File: src/rtl/axis_adder_arbiter_pkg.sv
// Shared types and helpers for the axis_adder_arbiter block.
// Holds the scheduler state enum, a ceiling-log2 helper and the
// operand-slice offsets used to split a requester's tdata into a/b.
package axis_adder_arbiter_pkg;

    // Scheduler state: IDLE arbitrates, GRANT streams one packet.
    typedef enum logic [0:0] {
        IDLE  = 1'b0,
        GRANT = 1'b1
    } state_e;

    // Operand a sits at the bottom of each per-port slice.
    localparam int unsigned A_LSB = 0;

    // Ceiling log2, minimum 1 so index vectors never collapse to zero width.
    function automatic int unsigned clog2(input int unsigned n);
        int unsigned r;
        int unsigned v;
        r = 0;
        v = (n > 0) ? n - 1 : 0;
        while (v > 0) begin
            r++;
            v = v >> 1;
        end
        return (r == 0) ? 1 : r;
    endfunction

    // Operand b sits directly above a, so its offset equals the operand width.
    function automatic int unsigned b_lsb(input int unsigned c_width);
        return c_width;
    endfunction

endpackage

File: src/rtl/axis_adder_arbiter_if.sv
// Bundle of the requester-side and result-side AXI4-Stream signals.
//   s_axis_*  : PORTS requesters, operands packed {b,a} per port
//   m_axis_*  : single tagged result stream (sum, tlast, tid)
//   busy      : scheduler is serving a packet
// Modports: slave = the arbiter's view, master = the surrounding logic.
interface axis_adder_arbiter_if #(
    parameter int unsigned PORTS    = 4,
    parameter int unsigned c_WIDTH  = 4,
    parameter int unsigned ID_WIDTH = 2
);
    logic [PORTS*2*c_WIDTH-1:0] s_axis_tdata;
    logic [PORTS-1:0]           s_axis_tvalid;
    logic [PORTS-1:0]           s_axis_tready;
    logic [PORTS-1:0]           s_axis_tlast;
    logic [c_WIDTH:0]           m_axis_tdata;
    logic                       m_axis_tvalid;
    logic                       m_axis_tready;
    logic                       m_axis_tlast;
    logic [ID_WIDTH-1:0]        m_axis_tid;
    logic                       busy;

    modport slave (
        input  s_axis_tdata, s_axis_tvalid, s_axis_tlast, m_axis_tready,
        output s_axis_tready, m_axis_tdata, m_axis_tvalid, m_axis_tlast,
        output m_axis_tid, busy
    );

    modport master (
        output s_axis_tdata, s_axis_tvalid, s_axis_tlast, m_axis_tready,
        input  s_axis_tready, m_axis_tdata, m_axis_tvalid, m_axis_tlast,
        input  m_axis_tid, busy
    );
endinterface

File: src/rtl/axis_adder_arbiter_rr_arbiter.sv
// Combinational round-robin picker.
//   req         : per-port request vector
//   last_grant  : most recently served port; search starts one above it
//   grant_idx   : first requesting port found walking upward with wrap
//   grant_valid : at least one port is requesting
module rr_arbiter
    import axis_adder_arbiter_pkg::*;
#(
    parameter  int unsigned PORTS = 4,
    localparam int unsigned IDX_W = clog2(PORTS)
) (
    input  logic [PORTS-1:0] req,
    input  logic [IDX_W-1:0] last_grant,
    output logic [IDX_W-1:0] grant_idx,
    output logic             grant_valid
);

    // Walk offsets from farthest to nearest so the nearest requester wins.
    always_comb begin
        grant_idx   = '0;
        grant_valid = 1'b0;
        for (int off = int'(PORTS); off >= 1; off--) begin
            if (req[IDX_W'((int'(last_grant) + off) % int'(PORTS))]) begin
                grant_idx   = IDX_W'((int'(last_grant) + off) % int'(PORTS));
                grant_valid = 1'b1;
            end
        end
    end

endmodule

File: src/rtl/axis_adder_arbiter.sv
// Packet-level round-robin scheduler in front of one registered adder.
// Ports:
//   clk  : rising-edge clock
//   rst  : asynchronous active-high reset
//   bus  : axis_adder_arbiter_if.slave
//          s_axis_* in  : PORTS operand streams ({b,a} per port)
//          s_axis_tready: one-hot (or zero) towards the granted port
//          m_axis_*     : registered sum, tlast copy and granted-port tag
//          busy         : high while a packet owns the adder
// One port owns the adder from its first beat to its tlast beat; an
// arbitration cycle in IDLE separates consecutive packets.
module axis_adder_arbiter
    import axis_adder_arbiter_pkg::*;
#(
    parameter int unsigned PORTS    = 4,
    parameter int unsigned c_WIDTH  = 4,
    parameter int unsigned ID_WIDTH = 2
) (
    input  logic                 clk,
    input  logic                 rst,
    axis_adder_arbiter_if.slave  bus
);

    localparam int unsigned IDX_W = clog2(PORTS);
    localparam int unsigned OP_W  = 2 * c_WIDTH;
    localparam int unsigned SUM_W = c_WIDTH + 1;
    localparam int unsigned B_LSB = b_lsb(c_WIDTH);

    state_e             state_q, state_d;
    logic [IDX_W-1:0]   grant_q, grant_d;
    logic [IDX_W-1:0]   last_grant_q, last_grant_d;
    logic [IDX_W-1:0]   arb_idx;
    logic               arb_valid;

    logic [c_WIDTH-1:0] a_arr [PORTS];
    logic [c_WIDTH-1:0] b_arr [PORTS];
    logic [c_WIDTH-1:0] sel_a_c, sel_b_c;
    logic               sel_valid_c, sel_last_c;
    logic               out_free_c, beat_c;
    logic [PORTS-1:0]   ready_c;

    logic [SUM_W-1:0]    m_data_q;
    logic                m_valid_q;
    logic                m_last_q;
    logic [ID_WIDTH-1:0] m_tid_q;

    // Split each port's tdata into its a/b operands.
    for (genvar i = 0; i < int'(PORTS); i++) begin : g_slice
        assign a_arr[i] = bus.s_axis_tdata[i*OP_W + A_LSB +: c_WIDTH];
        assign b_arr[i] = bus.s_axis_tdata[i*OP_W + B_LSB +: c_WIDTH];
    end

    // Mux the granted port's beat onto the adder inputs.
    assign sel_a_c     = a_arr[grant_q];
    assign sel_b_c     = b_arr[grant_q];
    assign sel_valid_c = bus.s_axis_tvalid[grant_q];
    assign sel_last_c  = bus.s_axis_tlast[grant_q];

    // Output slot can take a beat if empty or being drained this cycle.
    assign out_free_c = !m_valid_q || bus.m_axis_tready;

    rr_arbiter #(
        .PORTS (PORTS)
    ) u_rr_arbiter (
        .req         (bus.s_axis_tvalid),
        .last_grant  (last_grant_q),
        .grant_idx   (arb_idx),
        .grant_valid (arb_valid)
    );

    // Next-state, grant bookkeeping and per-port ready.
    always_comb begin
        state_d      = state_q;
        grant_d      = grant_q;
        last_grant_d = last_grant_q;
        ready_c      = '0;
        beat_c       = 1'b0;
        case (state_q)
            IDLE: begin
                if (arb_valid) begin
                    grant_d = arb_idx;
                    state_d = GRANT;
                end
            end
            GRANT: begin
                ready_c[grant_q] = out_free_c;
                beat_c           = sel_valid_c && out_free_c;
                // Grant is held until the owner's tlast beat is taken.
                if (beat_c && sel_last_c) begin
                    last_grant_d = grant_q;
                    state_d      = IDLE;
                end
            end
            default: begin
                state_d = IDLE;
            end
        endcase
    end

    // Scheduler state register; port 0 is first in line after reset.
    always_ff @(posedge clk or posedge rst) begin
        if (rst) begin
            state_q      <= IDLE;
            grant_q      <= '0;
            last_grant_q <= IDX_W'(PORTS - 1);
        end else begin
            state_q      <= state_d;
            grant_q      <= grant_d;
            last_grant_q <= last_grant_d;
        end
    end

    // Result register: load on an accepted beat, otherwise drain when taken.
    always_ff @(posedge clk or posedge rst) begin
        if (rst) begin
            m_data_q  <= '0;
            m_valid_q <= 1'b0;
            m_last_q  <= 1'b0;
            m_tid_q   <= '0;
        end else if (beat_c) begin
            m_data_q  <= SUM_W'(sel_a_c) + SUM_W'(sel_b_c);
            m_valid_q <= 1'b1;
            m_last_q  <= sel_last_c;
            m_tid_q   <= ID_WIDTH'(grant_q);
        end else if (bus.m_axis_tready) begin
            m_valid_q <= 1'b0;
        end
    end

    assign bus.s_axis_tready = ready_c;
    assign bus.m_axis_tdata  = m_data_q;
    assign bus.m_axis_tvalid = m_valid_q;
    assign bus.m_axis_tlast  = m_last_q;
    assign bus.m_axis_tid    = m_tid_q;
    assign bus.busy          = (state_q == GRANT);

endmodule

File: src/flat_wrapper.sv
// flat-port wrapper written by rule: the top's interface ports become plain ports
module axis_adder_arbiter_flat import axis_adder_arbiter_pkg::*;
#(
    parameter int unsigned PORTS    = 4,
    parameter int unsigned c_WIDTH  = 4,
    parameter int unsigned ID_WIDTH = 2
)
  (clk, rst, bus_s_axis_tdata, bus_s_axis_tvalid, bus_s_axis_tlast, bus_m_axis_tready, bus_s_axis_tready, bus_m_axis_tdata, bus_m_axis_tvalid, bus_m_axis_tlast, bus_m_axis_tid, bus_busy);
  axis_adder_arbiter_if #(.PORTS(PORTS), .c_WIDTH(c_WIDTH), .ID_WIDTH(ID_WIDTH)) bus_i ();
  input  logic clk;
  input  logic rst;
  input wire logic [$bits(bus_i.s_axis_tdata)-1:0] bus_s_axis_tdata;
  input wire logic [$bits(bus_i.s_axis_tvalid)-1:0] bus_s_axis_tvalid;
  input wire logic [$bits(bus_i.s_axis_tlast)-1:0] bus_s_axis_tlast;
  input wire logic [$bits(bus_i.m_axis_tready)-1:0] bus_m_axis_tready;
  output wire logic [$bits(bus_i.s_axis_tready)-1:0] bus_s_axis_tready;
  output wire logic [$bits(bus_i.m_axis_tdata)-1:0] bus_m_axis_tdata;
  output wire logic [$bits(bus_i.m_axis_tvalid)-1:0] bus_m_axis_tvalid;
  output wire logic [$bits(bus_i.m_axis_tlast)-1:0] bus_m_axis_tlast;
  output wire logic [$bits(bus_i.m_axis_tid)-1:0] bus_m_axis_tid;
  output wire logic [$bits(bus_i.busy)-1:0] bus_busy;
  assign bus_i.s_axis_tdata = bus_s_axis_tdata;
  assign bus_i.s_axis_tvalid = bus_s_axis_tvalid;
  assign bus_i.s_axis_tlast = bus_s_axis_tlast;
  assign bus_i.m_axis_tready = bus_m_axis_tready;
  assign bus_s_axis_tready = bus_i.s_axis_tready;
  assign bus_m_axis_tdata = bus_i.m_axis_tdata;
  assign bus_m_axis_tvalid = bus_i.m_axis_tvalid;
  assign bus_m_axis_tlast = bus_i.m_axis_tlast;
  assign bus_m_axis_tid = bus_i.m_axis_tid;
  assign bus_busy = bus_i.busy;
  axis_adder_arbiter #(.PORTS(PORTS), .c_WIDTH(c_WIDTH), .ID_WIDTH(ID_WIDTH)) u_core (.clk(clk), .rst(rst), .bus(bus_i));
endmodule
File: config.mk
export PLATFORM = sky130hd
export DESIGN_NAME = axis_adder_arbiter_flat
export DESIGN_NICKNAME = d
export VERILOG_FILES = /design/src/rtl/axis_adder_arbiter_pkg.sv /design/src/rtl/axis_adder_arbiter_if.sv /design/src/rtl/axis_adder_arbiter_rr_arbiter.sv /design/src/rtl/axis_adder_arbiter.sv /design/src/flat_wrapper.sv
export SDC_FILE = /design/constraint.sdc
export NUM_CORES = 1
export LEC_CHECK = 0
export ABC_AREA = 1
export BUFFER_PORTS_ARGS = -buffer_cell sky130_fd_sc_hd__buf_2
export CAP_MARGIN = 15
export CORE_MARGIN = 2
export CORE_UTILIZATION = 50
export DETAILED_ROUTE_END_ITERATION = 7
export GPL_ROUTABILITY_DRIVEN = 1
export GPL_TIMING_DRIVEN = 0
export HOLD_SLACK_MARGIN = 0.1
export PLACE_DENSITY_LB_ADDON = 0.08
export SETUP_SLACK_MARGIN = 0.1
export SYNTH_ARGS = -nofsm -noshare
export SYNTH_HDL_FRONTEND = slang
export SYNTH_SLANG_ARGS = --single-unit
File: constraint.sdc
create_clock -name clk -period 4.6 [get_ports clk]
set_input_delay 0.23 -clock clk [delete_from_list [all_inputs] [get_ports clk]]
set_output_delay 0.23 -clock clk [all_outputs]
set_load 0.01 [all_outputs]
==> impl_metrics.xml, run 1 <==
<?xml version="1.0" encoding="UTF-8"?>
<metrics>
  <group name="status">
    <metric name="status" unit="">finished, final reports clean</metric>
  </group>
  <group name="clock_network">
    <metric name="worstSkewPairLatency" unit="ns">0.28</metric>
    <metric name="cts_max_level" unit="">1</metric>
    <metric name="cts_hold_buffers" unit="">1</metric>
    <metric name="post_cts_gate_resize_count" unit="">0</metric>
    <metric name="cts_root_buffer" unit="">clkbuf_4</metric>
    <metric name="post_cts.repair.setup_buffers" unit="">0</metric>
    <metric name="path_clk_slew" unit="ns">0.08</metric>
    <metric name="cts-root-to-sink-buffers" unit="">2</metric>
    <metric name="cts_tree" unit="">done</metric>
    <metric name="cts_inserted_buffers" unit="">3</metric>
    <metric name="clock-sinks" unit="">14</metric>
  </group>
  <group name="final_layout">
    <metric name="post_route_cells_drive_above_1_share" unit="%">37.5</metric>
    <metric name="leading_cell_types_in_the_layout_fill_and_taps_excluded" unit="">nand2_1, buf_2, nand3_1</metric>
    <metric name="layout.cells.most_common" unit="">nand2_1</metric>
    <metric name="fin_util" unit="%">70.0</metric>
    <metric name="layout.nets" unit="">281</metric>
    <metric name="num_antenna_cells" unit="">0</metric>
    <metric name="syn2layout_area_growth" unit="%">30.1</metric>
    <metric name="final_area" unit="mm²">0.00156</metric>
  </group>
  <group name="sta">
    <metric name="final.setup_skew" unit="ns">0.00126</metric>
    <metric name="fin_crit_sh" unit="%">44.3</metric>
    <metric name="slew_headroom" unit="%">65.2</metric>
    <metric name="final-setup-viol-count" unit="">0</metric>
    <metric name="finalSetupTns" unit="ns">0</metric>
    <metric name="least_margin_pin_slew" unit="ns">0.522</metric>
    <metric name="hold_viol_final" unit="">0</metric>
    <metric name="timing.final.max_slew_violations" unit="">0</metric>
    <metric name="max_freq" unit="MHz">491</metric>
    <metric name="grt_setup_unrepaired" unit="">false</metric>
    <metric name="finalCriticalPeriod" unit="ns">2.04</metric>
  </group>
  <group name="grt">
    <metric name="grt_antenna_before_repair" unit="">0</metric>
    <metric name="globalRouteOverflowTotal" unit="">0</metric>
    <metric name="first_pass_grt_wire_length" unit="µm">5270</metric>
    <metric name="first_global_vias" unit="">1296</metric>
    <metric name="grt_start_max_net_pins" unit="">15</metric>
    <metric name="groute.usage.overall" unit="%">25.3</metric>
  </group>
  <group name="synthesis">
    <metric name="postSynthNetCount" unit="">219</metric>
    <metric name="sequential_to_total_area_share_from_yosys_stat" unit="%">29.4</metric>
    <metric name="syn_area" unit="mm²">0.00120</metric>
    <metric name="asyncSetResetFlopFracSynth" unit="%">100</metric>
    <metric name="postSynthRegisterBits" unit="">14</metric>
    <metric name="syn-instance-count" unit="">171</metric>
    <metric name="avgSynthCellArea" unit="µm²">7.02</metric>
    <metric name="synth_cell_types" unit="">27</metric>
    <metric name="synth_warnings" unit="">0</metric>
    <metric name="synth_largest_area_cell" unit="">dfrtp_1</metric>
    <metric name="synth-edff-count" unit="">0</metric>
    <metric name="ys_dominant_reg_cell" unit="">dfrtp_1</metric>
    <metric name="yosys.area.top_type_share" unit="%">25.0</metric>
    <metric name="netlist_top_cells_area" unit="">dfrtp_1, nand2_1, a22oi_1</metric>
  </group>
  <group name="floorplan">
    <metric name="floorplan.die.height" unit="µm">53.0</metric>
    <metric name="rows" unit="">17</metric>
    <metric name="starting_utilization_of_the_core_area" unit="%">53.8</metric>
    <metric name="floorplan.die.width" unit="µm">53.0</metric>
    <metric name="die_area" unit="mm²">0.00281</metric>
    <metric name="floorplan.core_area" unit="mm²">0.00223</metric>
    <metric name="boundaryPins" unit="">57</metric>
  </group>
  <group name="place">
    <metric name="place_area" unit="mm²">0.00152</metric>
    <metric name="gp_congestion" unit="">0.812</metric>
    <metric name="post-dp-hpwl" unit="µm">2520</metric>
    <metric name="count_of_buffers_inserted_at_the_top_level_ports" unit="">56</metric>
  </group>
  <group name="setup_path">
    <metric name="cpMaxStageDelayCell" unit="">fa_1</metric>
    <metric name="critical-path-max-stage-delay" unit="ns">0.39</metric>
    <metric name="worstPathArrival" unit="ns">2.21</metric>
    <metric name="critical_path.startpoint_type" unit="">flip-flop</metric>
    <metric name="critical_path_required" unit="ns">4.78</metric>
    <metric name="crit_path_end_kind" unit="">flip-flop</metric>
    <metric name="cp_num_buf_inv" unit="">2</metric>
    <metric name="critPathMaxFanout" unit="">10</metric>
    <metric name="cell_chain_of_the_critical_path" unit="">buf_6 &gt; nor2_4 &gt; a22oi_1 &gt; nand3_1 &gt; ha_1 &gt; inv_1 &gt; fa_1 &gt; xor2_1 &gt; o21ai_2</metric>
    <metric name="worstSetupPathType" unit="">flip-flop to flip-flop</metric>
    <metric name="timing.critical_path.max_delay_family" unit="">adder cells</metric>
  </group>
  <group name="power_and_ir_drop">
    <metric name="cellLeakagePower" unit="µW">0.000901</metric>
    <metric name="power.ir.vdd_worst" unit="mV">0.503</metric>
    <metric name="pwr_density_cell" unit="mW/mm²">727</metric>
  </group>
  <group name="routing">
    <metric name="antenna_viol_nets_final" unit="">0</metric>
    <metric name="drt_drc_violations_left" unit="">0</metric>
    <metric name="finalWirelength" unit="µm">3210</metric>
    <metric name="ratio_of_routed_vias_to_standard_cells" unit="">5.17</metric>
    <metric name="firstDrtPassIters" unit="">4</metric>
    <metric name="route.detailed.wl_per_inst" unit="µm">12.3</metric>
    <metric name="drt_iter0_markers" unit="">33</metric>
    <metric name="via_count" unit="">1345</metric>
  </group>
  <group name="flow_run">
    <metric name="max_cap_violations" unit="">0</metric>
  </group>
  <group name="worst_hold_path">
    <metric name="hold_path.class" unit="">input pin to flip-flop</metric>
  </group>
</metrics>
[flip-flops by register name, indices dropped and copies added (netlist names)]
signal	count
u_core.bus.m_axis_tdata	5
u_core.last_grant_q	2
u_core.bus.m_axis_tlast	1
u_core.bus.m_axis_tid	2
u_core.bus.m_axis_tvalid	1
u_core.bus.busy	1
u_core.grant_q	2
[power by group]
group | total, µW | switching (µW) | internal [µW]
clock | 88.8 | 40.6 | 48.2
sequential | 214 | 29.2 | 185
combinational | 833 | 512 | 321
[synthesized netlist by cell type, types with 2 or more instances]
cell     count
a21oi_1      3
a22oi_1     11
buf_6        3
dfrtp_1     12
dfstp_2      2
ha_1         4
inv_1       11
inv_2        7
inv_4        2
nand2_1     70
nand2_2      2
nand3_1     14
nor2_1       6
nor2_8       2
nor3_1       3
o21ai_0      2
o21ai_1      3
o21ai_2      5
[cell type report]
class                   instances  area [µm²]
inverters                      20        80.1
multi-input cells             133         729
repair buffers                 57         290
flip-flops and latches         14         353
plain buffers                   4        38.8
fillers                       199         671
clock buffers                   4        36.3
well taps                      28        35.0
[per-stage QoR]
stage	worst slack, ns	std cells	hold slack, ns	total power (µW)
after global routing	2.36	260	0.109	1250
after global placement	2.58	255	0.269	1010
after floorplan	2.71	171	0.118	843
after detailed placement	2.57	255	0.299	1040
final	2.56	260	0.125	1140
after CTS	2.53	260	0.122	1140
[cells by family after synthesis]
| family | count (synthesis) | share of synthesized area (%) |
|---|---|---|
| xor+xnor | 2 | 1.46 |
| flops | 14 | 29.4 |
| buf+inv | 24 | 9.90 |
| simple gates | 99 | 37.1 |
| compound gates | 27 | 16.4 |
| fa+ha+maj | 5 | 5.83 |
[path summary, 6_finish.rpt]
check / start / end / slack, ns / depth (start not counted)
min in group asynchronous: rst / u_core.bus.m_axis_tvalid$_DFFE_PP0P_ / 0.51 / 3
hold / removal: bus_m_axis_tready / u_core.bus.m_axis_tvalid$_DFFE_PP0P_ / 0.13 / 2
setup reg to reg: u_core.grant_q[0]$_DFFE_PP0P_ / u_core.bus.m_axis_tdata[2]$_DFFE_PP0P_ / 2.56 / 9
setup / recovery: u_core.grant_q[0]$_DFFE_PP0P_ / u_core.bus.m_axis_tdata[2]$_DFFE_PP0P_ / 2.56 / 9
hold reg to reg: u_core.bus.m_axis_tlast$_DFFE_PP0P_ / u_core.bus.m_axis_tlast$_DFFE_PP0P_ / 0.48 / 2
max in group asynchronous: rst / u_core.last_grant_q[1]$_DFFE_PP1P_ / 3.73 / 3
[metal layers]
| layer | GRT usage [%] | up-vias | part of all wire (%) |
|---|---|---|---|
| met4 | 8.12 | 0 | 2.5 |
| met5 | 0 | - | 0 |
| met3 | 5.65 | 12 | 4.6 |
| met1 | 27.0 | 606 | 40 |
| met2 | 48.3 | 47 | 53 |
| li1 | - | 680 | - |
No activity file was read; power rests on OpenSTA's default activity.
==> run 2: changes to the inputs <==
Settings changed: ABC_AREA 1 to 0, CORE_UTILIZATION 50 to 44.
Clock period 4.6 ns to 1.95 ns, I/O delays scaled along.
==> run 2 against run 1 <==
  * The run now ends with setup timing left
  * Sequential power rose to 2.6 times the previous value
  * First-iteration DRC count fell by 67%
  * Non-clock buffer count increased by 6
  * Worst hold slack improved by 0.019 ns
  * Design area shrank 3.4%
  * Setup slack got worse by 2.6 ns
  * Fmax increased by 0.72%
  * Die area decreased by 2.6%
  * Wire length fell by 21%
  * Utilization fell by 1.8 points
  * Synthesized cell count is 47% lower
  * Critical endpoint is now u_core.bus.m_axis_tdata[4]$_DFFE_PP0P_
  * Largest cell class unchanged
  * Highest routed layer is now met3
==> impl_metrics.xml, run 2 <==
<?xml version="1.0" encoding="UTF-8"?>
<metrics>
  <group name="status">
    <metric name="status" unit="">complete, but fails checks</metric>
    <metric name="violated_checks" unit="">setup timing</metric>
  </group>
  <group name="power_and_ir_drop">
    <metric name="power.ir.vdd_worst" unit="mV">0.975</metric>
    <metric name="pwr_density_cell" unit="mW/mm²">1650</metric>
    <metric name="p_clk_share" unit="%">8.7</metric>
    <metric name="power.share.switching" unit="%">40.6</metric>
    <metric name="cellLeakagePower" unit="µW">0.000758</metric>
    <metric name="design_power_total" unit="µW">2490</metric>
    <metric name="power_frac_seq" unit="%">22.5</metric>
    <metric name="p_int" unit="µW">1480</metric>
    <metric name="power.share.combinational" unit="%">68.8</metric>
    <metric name="total_switching_power" unit="µW">1010</metric>
  </group>
  <group name="synthesis">
    <metric name="synth_fa_ha_area_share" unit="%">6.82</metric>
    <metric name="synth_cell_types" unit="">31</metric>
    <metric name="portion_of_netlist_area_occupied_by_mux_cells" unit="%">28.3</metric>
    <metric name="syn-instance-count" unit="">91</metric>
    <metric name="postSynthNetCount" unit="">139</metric>
    <metric name="ys_dominant_reg_cell" unit="">dfrtp_1</metric>
    <metric name="synth.cells.most_frequent" unit="">dfrtp_1, nand2_1, inv_1, o21ai_0, mux4_2</metric>
    <metric name="synth-xor-area-share" unit="%">1.71</metric>
    <metric name="sequential_to_total_area_share_from_yosys_stat" unit="%">34.3</metric>
    <metric name="synth_simple_gate_area_share" unit="%">12.4</metric>
    <metric name="postSynthRegisterBits" unit="">14</metric>
    <metric name="synth_warnings" unit="">0</metric>
    <metric name="asyncSetResetFlopFracSynth" unit="%">100</metric>
    <metric name="synth_largest_area_cell" unit="">dfrtp_1</metric>
    <metric name="syn_area" unit="mm²">0.00103</metric>
    <metric name="synth_top_family_by_area" unit="">multiplexers</metric>
    <metric name="synth_compound_gate_area_share" unit="%">10.5</metric>
    <metric name="synth-edff-count" unit="">0</metric>
    <metric name="netlist_top_cells_area" unit="">dfrtp_1, mux4_2, mux4_1</metric>
    <metric name="avgSynthCellArea" unit="µm²">11.3</metric>
    <metric name="yosys.area.top_type_share" unit="%">29.2</metric>
  </group>
  <group name="sta">
    <metric name="least_margin_pin_slew" unit="ns">0.537</metric>
    <metric name="finalCriticalPeriod" unit="ns">2.02</metric>
    <metric name="max_freq" unit="MHz">495</metric>
    <metric name="timing.final.max_slew_violations" unit="">0</metric>
    <metric name="final.setup_skew" unit="ns">0.00273</metric>
    <metric name="whs" unit="ns">0.144</metric>
    <metric name="finalWorstSetupSlack" unit="ns">-0.0721</metric>
    <metric name="hold_viol_final" unit="">0</metric>
    <metric name="grt_setup_unrepaired" unit="">true</metric>
    <metric name="fin_crit_sh" unit="%">104</metric>
    <metric name="finalSetupTns" unit="ns">-0.113</metric>
    <metric name="final-setup-viol-count" unit="">2</metric>
    <metric name="slew_headroom" unit="%">64.2</metric>
  </group>
  <group name="setup_path">
    <metric name="cell_chain_of_the_critical_path" unit="">buf_6 &gt; buf_12 &gt; mux4_2 &gt; ha_4 &gt; inv_2 &gt; fa_2 &gt; inv_1 &gt; a21o_1 &gt; a21oi_2 &gt; o21ai_1</metric>
    <metric name="critical_path_required" unit="ns">2.13</metric>
    <metric name="worstSetupPathType" unit="">flip-flop to flip-flop</metric>
    <metric name="cpMaxStageDelayCell" unit="">mux4_2</metric>
    <metric name="critical_path.reg2reg.endpoint" unit="">u_core.bus.m_axis_tdata[4]$_DFFE_PP0P_</metric>
    <metric name="critical-path-max-stage-delay" unit="ns">0.52</metric>
    <metric name="worstPathArrival" unit="ns">2.20</metric>
    <metric name="cp_num_buf_inv" unit="">4</metric>
    <metric name="critPathMaxFanout" unit="">5</metric>
    <metric name="timing.critical_path.max_delay_family" unit="">multiplexers</metric>
    <metric name="critical_path.startpoint_type" unit="">flip-flop</metric>
    <metric name="r2r_setup_slack" unit="ns">-0.07</metric>
    <metric name="timing.rr.start" unit="">u_core.grant_q[0]$_DFFE_PP0P_</metric>
    <metric name="reg2regPathDepth" unit="">10</metric>
    <metric name="crit_path_end_kind" unit="">flip-flop</metric>
  </group>
  <group name="final_layout">
    <metric name="layout.cells.most_common" unit="">buf_2</metric>
    <metric name="layout.filler_cells" unit="">189</metric>
    <metric name="leading_cell_types_in_the_layout_fill_and_taps_excluded" unit="">buf_2, nand2_1, dfrtp_1</metric>
    <metric name="post_route_cells_drive_above_1_share" unit="%">59.5</metric>
    <metric name="max_ffs_per_register" unit="">5</metric>
    <metric name="num_antenna_cells" unit="">0</metric>
    <metric name="layout.nets" unit="">207</metric>
    <metric name="syn2layout_area_growth" unit="%">46.9</metric>
  </group>
  <group name="grt">
    <metric name="first_pass_grt_wire_length" unit="µm">4110</metric>
    <metric name="grt_antenna_before_repair" unit="">0</metric>
    <metric name="grt_start_max_net_pins" unit="">15</metric>
    <metric name="first_global_vias" unit="">939</metric>
    <metric name="groute.usage.overall" unit="%">20.5</metric>
    <metric name="met1_capacity_usage_during_global_routing" unit="%">24.9</metric>
    <metric name="globalRouteOverflowTotal" unit="">0</metric>
    <metric name="global_route.peak_usage_layer" unit="">met2</metric>
    <metric name="grt_util_met3" unit="%">5.43</metric>
    <metric name="grt.met2_usage" unit="%">36.3</metric>
  </group>
  <group name="clock_network">
    <metric name="clock-sinks" unit="">14</metric>
    <metric name="cts_max_level" unit="">1</metric>
    <metric name="worstSkewPairLatency" unit="ns">0.28</metric>
    <metric name="cts_tree" unit="">done</metric>
    <metric name="cts_inserted_buffers" unit="">3</metric>
    <metric name="cts-root-to-sink-buffers" unit="">2</metric>
    <metric name="cts_root_buffer" unit="">clkbuf_4</metric>
    <metric name="path_clk_slew" unit="ns">0.09</metric>
  </group>
  <group name="worst_hold_path">
    <metric name="whs_endpoint" unit="">u_core.grant_q[1]$_DFFE_PP0P_</metric>
    <metric name="hold_path.class" unit="">input pin to flip-flop</metric>
    <metric name="worst_hold_path.num_cells" unit="">3</metric>
    <metric name="hold_path_startpoint" unit="">bus_s_axis_tvalid[2]</metric>
  </group>
  <group name="routing">
    <metric name="finalWirelength" unit="µm">2550</metric>
    <metric name="antenna_viol_nets_final" unit="">0</metric>
    <metric name="drt_iter0_markers" unit="">11</metric>
    <metric name="via_count" unit="">959</metric>
    <metric name="ratio_of_routed_vias_to_standard_cells" unit="">5.16</metric>
    <metric name="firstDrtPassIters" unit="">4</metric>
    <metric name="route.detailed.wl_per_inst" unit="µm">13.7</metric>
    <metric name="drt_drc_violations_left" unit="">0</metric>
  </group>
  <group name="floorplan">
    <metric name="floorplan.die.width" unit="µm">52.3</metric>
    <metric name="starting_utilization_of_the_core_area" unit="%">46.4</metric>
    <metric name="floorplan.core_area" unit="mm²">0.00221</metric>
    <metric name="boundaryPins" unit="">57</metric>
    <metric name="rows" unit="">17</metric>
    <metric name="die_area" unit="mm²">0.00274</metric>
    <metric name="floorplan.die.height" unit="µm">52.3</metric>
  </group>
  <group name="place">
    <metric name="post-dp-hpwl" unit="µm">1910</metric>
    <metric name="gp_congestion" unit="">0.745</metric>
    <metric name="place_ws" unit="ns">-0.158</metric>
    <metric name="count_of_buffers_inserted_at_the_top_level_ports" unit="">56</metric>
  </group>
  <group name="flow_run">
    <metric name="max_cap_violations" unit="">0</metric>
  </group>
</metrics>
[run 2: changes by cell type after synthesis, sizes merged, moves of 3 or more]
cell	delta
mux4	+10
mux2	+3
nand2	-61
nand3	-12
nor2	-6
a22oi	-12
inv	-12
[run 2: logic make-up (layout without fill, tap and decap cells)]
kind of cell,after synthesis,after routing
adders and majority gates,5,5
xor gates and xnor gates,2,2
AOI/OAI and AO/OA,18,18
muxes,15,15
and+or+nand+nor,25,25
DFF,14,14
buffers and inverters,12,79
[run 2: tightest hold or removal path: stages]
cell and delay, ns:
buf_2 0.12, o211ai_1 0.10, o21ai_0 0.08
[run 2: worst max path at each step]
| stage | cells past startpoint | startpoint | slack (ns) | end |
|---|---|---|---|---|
| final | 10 | u_core.grant_q[0]$_DFFE_PP0P_ | -0.07 | u_core.bus.m_axis_tdata[4]$_DFFE_PP0P_ |
| after global routing | 10 | u_core.grant_q[0]$_DFFE_PP0P_ | -0.15 | u_core.bus.m_axis_tdata[4]$_DFFE_PP0P_ |
| after CTS | 10 | u_core.grant_q[0]$_DFFE_PP0P_ | -0.08 | u_core.bus.m_axis_tdata[4]$_DFFE_PP0P_ |
| after detailed placement | 10 | u_core.grant_q[0]$_DFFE_PP0P_ | -0.16 | u_core.bus.m_axis_tdata[4]$_DFFE_PP0P_ |
| after global placement | 10 | u_core.grant_q[0]$_DFFE_PP0P_ | -0.15 | u_core.bus.m_axis_tdata[4]$_DFFE_PP0P_ |
| after floorplan | 10 | u_core.grant_q[0]$_DFFE_PP0P_ | -0.05 | u_core.bus.m_axis_tdata[4]$_DFFE_PP0P_ |
[run 2: layout make-up]
| class | instances | area (µm²) | share of cell area [%] |
|---|---|---|---|
| Inverter | 8 | 30.0 | 1.99 |
| Timing Repair Buffer | 63 | 335 | 22.2 |
| Multi-Input combinational cell | 65 | 669 | 44.4 |
| Sequential cell | 14 | 353 | 23.4 |
| Clock buffer | 4 | 36.3 | 2.40 |
| Tap cell | 28 | 35.0 | 2.32 |
| Buffer | 4 | 50.0 | 3.32 |
[run 2: timing repair]
item,CTS,global route
pin swaps,3,2
resized for setup,8,5
setup endpoints to repair,4,4
hold buffers,1,0
hold endpoints to repair,12,0
buffers inserted,6,0
[run 2: through the flow]
step | util [%] | cell area, µm² | std cells
floorplan | - | 1050 | 91
global placement | 61.9 | 1370 | 175
detailed placement | 61.9 | 1370 | 175
CTS | 66.7 | 1480 | 186
global route | 68.2 | 1510 | 186
finish | 68.2 | 1510 | 186
[run 2: per-layer routing]
layer / part of all wire, % / wire (µm) / vias up
li1: - / - / 468
met1: 43 / 1100 / 456
met2: 50 / 1270 / 35
met3: 6.9 / 177 / 0
met4: 0 / 0 / 0
met5: 0 / 0 / -
[run 2: power groups by stage]
stage	sequential [µW]	clock, µW	combinational (µW)
after floorplan	600	0	991
after detailed placement	564	0	1400
after CTS	561	219	1590
after global placement	555	0	1360
after global routing	574	235	1890
final	561	217	1710
